File: src/rtl/rtc_counter.sv
// rtc_counter: per-second time-of-day / countdown counter with validated load
module rtc_counter #(
  parameter int TICK_DIV   = 50_000_000,
  parameter bit COUNT_DOWN = 1'b0
) (
  input  logic        clk,
  input  logic        rst_n,
  input  logic        run,
  input  logic        clear,
  input  logic        load,
  input  logic [16:0] load_val,
  output logic [16:0] time_o,
  output logic        tick_o,
  output logic        wrap_o,
  output logic        expired_o,
  output logic        load_err_o
);
  localparam int PW = $clog2(TICK_DIV);
  localparam logic [PW-1:0] LAST = PW'(TICK_DIV - 1);
  logic [PW-1:0] pre_cnt;
  logic [4:0] hh, hh_n;
  logic [5:0] mm, mm_n, ss, ss_n;
  logic sec_evt, valid, zero, frozen;
  assign {hh, mm, ss} = time_o;
  assign sec_evt = run && pre_cnt == LAST;
  assign valid = load_val[16:12] <= 5'd23 && load_val[11:6] <= 6'd59 && load_val[5:0] <= 6'd59;
  assign zero = time_o == 17'd0;
  // a finished countdown sits at zero and ignores seconds until reloaded
  assign frozen = COUNT_DOWN && (expired_o || zero);
  // next time value one second later, carrying up or borrowing down
  always_comb begin
    ss_n = COUNT_DOWN ? (ss == 6'd0 ? 6'd59 : ss - 6'd1) : (ss == 6'd59 ? 6'd0 : ss + 6'd1);
    mm_n = COUNT_DOWN ? (ss != 6'd0 ? mm : (mm == 6'd0 ? 6'd59 : mm - 6'd1))
                      : (ss != 6'd59 ? mm : (mm == 6'd59 ? 6'd0 : mm + 6'd1));
    hh_n = COUNT_DOWN ? ((ss == 6'd0 && mm == 6'd0) ? hh - 5'd1 : hh)
                      : ((ss == 6'd59 && mm == 6'd59) ? (hh == 5'd23 ? 5'd0 : hh + 5'd1) : hh);
  end
  // clear beats load beats the second event; pulses last one cycle
  always_ff @(posedge clk) begin
    if (!rst_n) begin
      pre_cnt    <= '0;
      time_o     <= '0;
      tick_o     <= 1'b0;
      wrap_o     <= 1'b0;
      expired_o  <= 1'b0;
      load_err_o <= 1'b0;
    end else begin
      tick_o     <= 1'b0;
      wrap_o     <= 1'b0;
      load_err_o <= 1'b0;
      if (clear) begin
        time_o    <= '0;
        pre_cnt   <= '0;
        expired_o <= 1'b0;
      end else if (load) begin
        if (valid) begin
          time_o    <= load_val;
          pre_cnt   <= '0;
          expired_o <= 1'b0;
        end else begin
          load_err_o <= 1'b1;
        end
      end else if (run) begin
        pre_cnt <= sec_evt ? '0 : pre_cnt + 1'b1;
        if (sec_evt && !frozen) begin
          time_o <= {hh_n, mm_n, ss_n};
          tick_o <= 1'b1;
          wrap_o <= !COUNT_DOWN && hh == 5'd23 && mm == 6'd59 && ss == 6'd59;
          if (COUNT_DOWN && {hh_n, mm_n, ss_n} == 17'd0) expired_o <= 1'b1;
        end
      end
    end
  end
endmodule
File: config.mk
export PLATFORM = sky130hd
export DESIGN_NAME = rtc_counter
export DESIGN_NICKNAME = d
export VERILOG_FILES = /design/src/rtl/rtc_counter.sv
export SDC_FILE = /design/constraint.sdc
export NUM_CORES = 1
export LEC_CHECK = 0
export BUFFER_PORTS_ARGS = -buffer_cell sky130_fd_sc_hd__buf_2
export CORE_MARGIN = 2
export CORE_UTILIZATION = 60
export DETAILED_ROUTE_END_ITERATION = 16
export PLACE_DENSITY = 0.84
export SETUP_SLACK_MARGIN = 0.4
export SLEW_MARGIN = 20
export SYNTH_ARGS = -nofsm -noshare
export SYNTH_HDL_FRONTEND = slang
export SYNTH_SLANG_ARGS = --single-unit
File: constraint.sdc
create_clock -name clk -period 4.95 [get_ports clk]
set_input_delay 0 -clock clk [delete_from_list [all_inputs] [get_ports clk]]
set_output_delay 0 -clock clk [all_outputs]
set_load 0.02 [all_outputs]
After elaboration in Yosys (flattened, before gate mapping)
Cells that the tools add are included.

storage, ports and cells
  register bits = 46
  input port bits = 22
  output and inout port bits = 21

cells by class
  order comparisons = 3
  add/sub/neg operators = 4
  bitwise operators = 4
  multiplexer cells = 15
  equality and inequality tests = 7
  reduce and logical (&&, ||, !) cells = 17

operators with widths
  cell                                                                      count
  26-bit 2-to-1 mux                                                         4
  17-bit 2-to-1 mux                                                         4
  26-bit by 1-bit adder with 26-bit output (second input constant)          1
  26-bit equality test (second input constant)                              1
  6-bit 2-to-1 mux                                                          3
  6-bit by 1-bit adder with 6-bit output (second input constant)            2
  6-bit equality test (second input constant)                               2
  6-bit <= comparator (second input constant)                               2
  5-bit 2-to-1 mux                                                          2
  4-bit AND reduction                                                       2
  1-bit logical AND                                                         6
  6-bit inequality test (second input constant)                             1
  2-bit nonzero test                                                        3
  5-bit by 1-bit adder with 5-bit output (second input constant)            1
  5-bit equality test (second input constant)                               1
  5-bit <= comparator (second input constant)                               1
  5-bit OR reduction                                                        1
  1-bit NOT                                                                 4
  4-bit OR reduction                                                        1
  3-bit AND reduction                                                       1
  3-bit OR reduction                                                        1
  1-bit 2-to-1 mux                                                          2
  2-bit by 1-bit inequality test with 1-bit output (second input constant)  1
  2-bit inequality test (second input constant)                             1
  2 further kinds                                                           2

Depth between registers and ports, before layout
Gate-level depths: netlist (run 1).

  depth after elaboration = 6
  gate-level depth with buffers = 7
  mapped depth without buffers = 6

Worst setup path after synthesis (run 1)
OpenSTA, ideal clock, no wires.

  path kind = register to register
  start = reg time_o[6]
  end = reg time_o[12]
  cell stages (with the launch flop) = 7
  required time = 4.816 ns
  path slack = 2.832 ns
  setup time = 0.134 ns
  arrival time = 1.984 ns
  clock period less this slack = 2.118 ns
  cells stage by stage = dfxtp_1 -> ha_1 -> nand2b_1 -> or4_4 -> or4_4 -> nand2_2 -> a211oi_1

on the way
  longest elaborated chain between the ends = 4

RTL lines
  item                                  RTL line  source
  start: declaration                    12        output logic [16:0] time_o,
  start signal: assignment              57        time_o <= load_val;
  start signal: assignment              66        time_o <= {hh_n, mm_n, ss_n};
  6-bit equality test                   36        : ((ss == 6'd59 && mm == 6'd59) ? (hh == 5'd23 ? 5'd0 : hh + 5'd1) : hh);
  1-bit logical AND                     36
  2-bit nonzero test (no source line)   -
  4-bit AND reduction (no source line)  -

Every way passes these cells.
A chain may end at the register's enable or synchronous reset.

Worst setup path after layout (run 1)
Ends and elaborated chain as after synthesis.

==> results of run 1 <==
cell usage in the layout, fill, tap and decap left out, drive strengths merged, types with 3 or more instances in the layout:
cell type | netlist | final
a211oi | 5 | 5
a21oi | 16 | 16
a22oi | 3 | 3
and2 | 4 | 4
and3 | 5 | 5
and4 | 5 | 5
buf | 9 | 44
clkbuf | 9 | 6
dfxtp | 46 | 46
ha | 4 | 4
nand2 | 32 | 32
nand2b | 4 | 4
nand3 | 21 | 21
nand4 | 12 | 12
nor2 | 36 | 36
nor2b | 3 | 3
nor3 | 16 | 16
nor3b | 3 | 3
nor4 | 11 | 11
nor4b | 5 | 5
o211ai | 6 | 6
o21ai | 13 | 13
xnor2 | 24 | 24
synth_stat cells (3+ instances only):
| library cell | instances |
|---|---|
| a211oi_1 | 5 |
| nand4_1 | 11 |
| ha_1 | 4 |
| xnor2_1 | 24 |
| and4_1 | 5 |
| clkbuf_1 | 9 |
| and2_1 | 4 |
| nor2_1 | 36 |
| a22oi_1 | 3 |
| a21oi_1 | 16 |
| nor4b_1 | 5 |
| nor3b_1 | 3 |
| nand2b_1 | 4 |
| nand3_1 | 20 |
| nor3_1 | 15 |
| o211ai_1 | 6 |
| nor2b_1 | 3 |
| o21ai_0 | 11 |
| nand2_1 | 31 |
| dfxtp_1 | 46 |
| and3_1 | 5 |
| nor4_1 | 10 |
| buf_2 | 5 |
| buf_1 | 3 |
report_power, final:
group          switching [mW]  leakage [nW]  internal [mW]
clock                   0.133        0.0472          0.112
sequential            0.00576         0.372          0.374
combinational          0.0514         0.635         0.0273
through the flow:
step	area, sq um	cells
global route	2960	414
floorplan	2640	328
detailed placement	2860	406
finish	2960	414
global placement	2860	406
CTS	2960	414
area by class of cell:
class,count,share of cell area [%]
multi-input cells,262,55.5
flip-flops and latches,46,31.1
repair buffers,44,7.70
clock buffers,6,2.79
well taps,52,2.20
clock inverters,2,0.423
inverters,2,0.254
state kept, by name (all words and copies together) (netlist names):
name,cells
time_o,17
load_err_o,1
pre_cnt,26
wrap_o,1
tick_o,1
path summary, 6_finish.rpt:
kind                     from           to  slack (ps)
setup / recovery    time_o[6]   time_o[12]        2770
hold / removal    load_val[8]    time_o[8]          30
setup reg to reg    time_o[6]   time_o[12]        2770
hold reg to reg   pre_cnt[23]  pre_cnt[23]         530
cell families after synthesis:
group / share of synthesized area [%]
multiplexers: 0.379
AND/OR/NAND/NOR: 35.4
buffers and inverters: 3.22
XOR/XNOR: 7.97
flip-flops: 34.9
AO/OA/AOI/OAI: 16.1
other: 0.142
adder cells (fa/ha/maj): 1.90
tightest hold or removal path: cells and delay by family:
kind	cells	cell delay [ps]
buf+inv	1	90
compound gates	2	170
simple gates	1	50
routing by layer:
layer	part of all wire, %	vias to the layer above	wire length, um	track usage, %
met3	5.9	14	377	4.76
met2	49	112	3090	44.2
li1	-	1279	-	-
met5	0	-	0	0
met4	2.1	0	133	9.40
met1	43	1266	2750	33.2
==> run metrics, run 1 <==
nets=387; PwrDens=238 nW/um^2; CTS Buf Count=5; Syn. warnings=0; Slowest cell on crit path=or4_4; delay-heaviest family, CP=simple AND/OR/NAND/NOR gates; drt first-iter violations=226; RSZ-0062 raised after global routing=no; critical path's most frequent cell=or4_4; flops & latches, synth=46; CP Launch Type=flip-flop; Mapped Cells=328; Global Route Usage Sum=26.2%; wire length of the first global-routing pass=10700 um; largest net degree at the start of global routing=40; Final min period=2180 ps; Distinct cells, synth=57; Clock Latency Late Sink=310 ps; Hold Crit Depth=4; Die W=70.3 um; Reg area=921 sq um; post-CTS resize count=0; WS Path Type=flip-flop to flip-flop; critical path depth=6; Std-Cell Rows=24; Diodes inserted=0; WP buf/inv=0; clk slew on worst S/H paths=90 ps; Synth Flop Type=dfxtp_1; Final TNS setup=0 ps; WHS=28.1 ps; Final Power=0.704 mW; Post-Route WL=6350 um; H-tree levels=2; pre-CTS worst setup slack=2810 ps; DRC=0; Final Wtd Congestion=0.865; CTS tree=built; vias in the first global route=2393; Die Ht=70.3 um; setup violators final=0; post-DR vias/cell=6.45; status=completed; Port Buf Inserts=41; period utilisation layout=44.0%; Post-Route Utilization=68.9%; Mapped Area=2640 sq um; synth top area cells=dfxtp_1, xnor2_1, nor2_1; area delta synth->final=12.0%; Clock Skews=7.72 ps; HP Class=primary input to flip-flop; via count=2671; clock buffer depth=2; Yosys top cell area share=34.9%; Cell Chain, Critical Path=ha_1 -> nand2b_1 -> or4_4 -> or4_4 -> nand2_2 -> a211oi_1; CP endpoint kind=flip-flop; crit path DAT=2340 ps; Layout fillers=368; drt pass-1 iters=5; Die Area=4940 sq um; IO Pins=43; crit-path max cell delay=590 ps; Worst Path Max Fanout=5; Required @ worst endpoint=5110 ps; Synth Area per Inst=8.05 sq um; hold_buf cts=0; post-synth top area cell=dfxtp_1; slack of the critical path=2770 ps; Initial Util=61.5%; post-synthesis net count=354; GRT overflow=0; Peak VDD IR=166 uV; max_cap viols=0; Slew Viols, Final=0; highest clock rate=0.459 GHz; Leak=1.05 nW; hpwl dp=4440 um; multi-input logic area=1640 sq um; fraction of registers with async set/reset=0%; CTS sink cnt=46; Slew HR=51.8%; root buffer cell=clkbuf_8; initial antenna violation count=0; Post-synth EDFFs=0; post-synthesis sequential area ratio=34.9%; ratio of cells with drive above 1 in the final layout=18.0%; Setup Buffers After CTS=0; final hold viol count=0; worst slew pin tran=724 ps; post-route ant nets=0; DR WL/cell=15.3 um; Core ar.=4290 sq um; Reg2Reg Depth=6
(Power assumes the default switching activity.)
==> run 2, diff against run 1 <==
--- a/config.mk
+++ b/config.mk
@@ -5,11 +5,12 @@
 export SDC_FILE = /design/constraint.sdc
 export NUM_CORES = 1
 export LEC_CHECK = 0
+export ABC_AREA = 1
 export BUFFER_PORTS_ARGS = -buffer_cell sky130_fd_sc_hd__buf_2
 export CORE_MARGIN = 2
-export CORE_UTILIZATION = 60
+export CORE_UTILIZATION = 57
 export DETAILED_ROUTE_END_ITERATION = 16
-export PLACE_DENSITY = 0.84
+export PLACE_DENSITY = 0.8
 export SETUP_SLACK_MARGIN = 0.4
 export SLEW_MARGIN = 20
 export SYNTH_ARGS = -nofsm -noshare
==> constraint.sdc (replaced) <==
create_clock -name clk -period 2.3 [get_ports clk]
set_input_delay 0 -clock clk [delete_from_list [all_inputs] [get_ports clk]]
set_output_delay 0 -clock clk [all_outputs]
set_load 0.02 [all_outputs]
==> run metrics, run 2 <==
hold path startpoint=load_val[12]; Core ar.=5040 sq um; synth top area cells=dfxtp_1, nand2_1, nor2_1; Mapped Cells=470; Worst Path Max Fanout=7; Hold Crit Depth=5; most common cell after layout, fill and taps aside=nand2_1; setup violators final=0; critical path's most frequent cell=nor2_1; final hold viol count=0; CP Launch Type=flip-flop; Cell Chain, Critical Path=ha_1 -> nand3_1 -> nor2_1 -> nor2_1 -> a21oi_2 -> nand2_4 -> nand2_1 -> nand2_1 -> nor2_1; Worst R2R End=time_o[11]; Synth Area per Inst=6.24 sq um; Final Wtd Congestion=0.942; highest clock rate=0.579 GHz; Comb pwr share=12.9%; Final TNS setup=0 ps; Diodes inserted=0; Distinct cells, synth=34; Largest Register=pre_cnt; Mapped Area=2930 sq um; drt pass-1 iters=5; GRT overflow=0; internal power=1.12 mW; root buffer cell=clkbuf_8; Syn. warnings=0; crit path DAT=1970 ps; Reg power frac=53.4%; worst slew pin tran=637 ps; max_cap viols=0; worst reg-to-reg setup slack=570 ps; area delta synth->final=10.4%; nets=535; DRC=0; drt first-iter violations=229; wire length of the first global-routing pass=10900 um; ratio of cells with drive above 1 in the final layout=13.9%; WS Path Type=flip-flop to flip-flop; largest net degree at the start of global routing=37; fraction of registers with async set/reset=0%; H-tree levels=2; Global Route Usage Sum=24.6%; clock buffer depth=2; P_sw=0.424 mW; Reg2Reg Depth=9; CTS tree=built; CTS Buf Count=5; initial antenna violation count=0; post-synth top area cell=dfxtp_1; hpwl dp=4950 um; post-route ant nets=0; Leak=1.44 nW; clk slew on worst S/H paths=80 ps; vias in the first global route=2450; post-CTS resize count=0; PwrDens=476 nW/um^2; Die W=75.7 um; flops & latches, synth=46; Post-synth EDFFs=0; Post-Route Utilization=64.2%; Post-synth top cells=nand2_1, nor2_1, inv_1; period utilisation layout=75.2%; Clock Skews=6.78 ps; CTS sink cnt=46; IO Pins=43; Peak VDD IR=341 uV; CP endpoint kind=flip-flop; Post-Route WL=6670 um; DR WL/cell=11.5 um; Largest register FFs=26; Slew Viols, Final=0; Switching Share=27.5%; post-DR vias/cell=5.12; Setup Buffers After CTS=0; Clock Latency Late Sink=300 ps; most common cell in the netlist=nand2_1; hold_buf cts=0; Port Buf Inserts=41; Reg-to-Reg Start=time_o[0]; Die Area=5730 sq um; Std-Cell Rows=26; Synth Flop Type=dfxtp_1; Largest regs=pre_cnt (26), time_o (17); post-synthesis net count=496; Final Power=1.54 mW; status=completed; crit-path max cell delay=410 ps; HP Class=primary input to flip-flop; hold-critical path endpoint=time_o[12]; Yosys top cell area share=31.4%; clock share of power=33.7%; Inst Count DP=572; fin cells=580; most frequent cells in the layout=nand2_1, nor2_1, inv_1; Required @ worst endpoint=2540 ps; Final min period=1730 ps; Slew HR=57.4%; Slowest cell on crit path=dfxtp_1; post-synthesis sequential area ratio=31.4%; Initial Util=58.1%; via count=2967; RSZ-0062 raised after global routing=no; Die Ht=75.7 um
[run 2: changes by cell type in the layout (fill, tap and decap cells not counted), sizes merged, moves of 8 or more]
cell,before,now
nand2,32,135
nor2,36,101
nor3,16,7
xnor2,24,5
o21ai,13,21
inv,2,51
nor4,11,2
nand3,21,39
[run 2: power by group through the flow]
stage / combinational, mW / sequential (mW) / clock, mW
CTS: 0.199 / 0.822 / 0.530
detailed placement: 0.198 / 0.840 / 0
global placement: 0.195 / 0.840 / 0
floorplan: 0.137 / 0.852 / 0
global route: 0.225 / 0.824 / 0.558
finish: 0.199 / 0.822 / 0.520
[run 2: worst max-delay path, delay by kind of cell (launching register included)]
family,cells,cell delay (ps)
fa+ha+maj,1,230
compound gates,1,350
flops,1,410
simple gates,7,690
[run 2: cell families after synthesis]
kind of cell             after synthesis  synth area share, %
multiplexers                           1                0.341
adder cells (fa/ha/maj)                4                 1.71
flip-flops                            46                 31.4
other                                  1                0.128
XOR/XNOR                              10                 2.99
AO/OA/AOI/OAI                         46                 8.62
buffers and inverters                 64                 10.1
AND/OR/NAND/NOR                      298                 44.7
[run 2: worst max path at each step]
stage,endpoint,cells past startpoint,slack [ps],from
after floorplan,time_o[9],8,690,time_o[0]
after global placement,time_o[9],8,600,time_o[0]
after detailed placement,time_o[11],9,590,time_o[0]
after CTS,time_o[11],9,570,time_o[0]
after global routing,time_o[11],9,430,time_o[0]
final,time_o[11],9,570,time_o[0]
[run 2: metrics by stage]
step | hold WS (ps) | worst slack [ps] | instance area [sq um]
after floorplan | 222 | 690 | 2930
after global placement | 323 | 595 | 3140
after detailed placement | 331 | 594 | 3140
after CTS | 16.5 | 571 | 3240
after global routing | 76.2 | 427 | 3240
final | 14.1 | 571 | 3240
[run 2: metal layers]
| layer | global-route usage (%) | vias up | part of all wire (%) |
|---|---|---|---|
| li1 | - | 1559 | - |
| met1 | 32.0 | 1331 | 46 |
| met2 | 41.9 | 73 | 47 |
| met3 | 4.50 | 4 | 5.4 |
| met4 | 6.82 | 0 | 0.92 |
| met5 | 0 | - | 0 |
[run 2: cell type report]
cell class	count	area, sq um
fillers	482	1810
repair buffers	43	220
well taps	70	87.6
multi-input cells	360	1720
clock inverters	1	5.00
clock buffers	7	86.3
inverters	53	200
flip-flops and latches	46	921
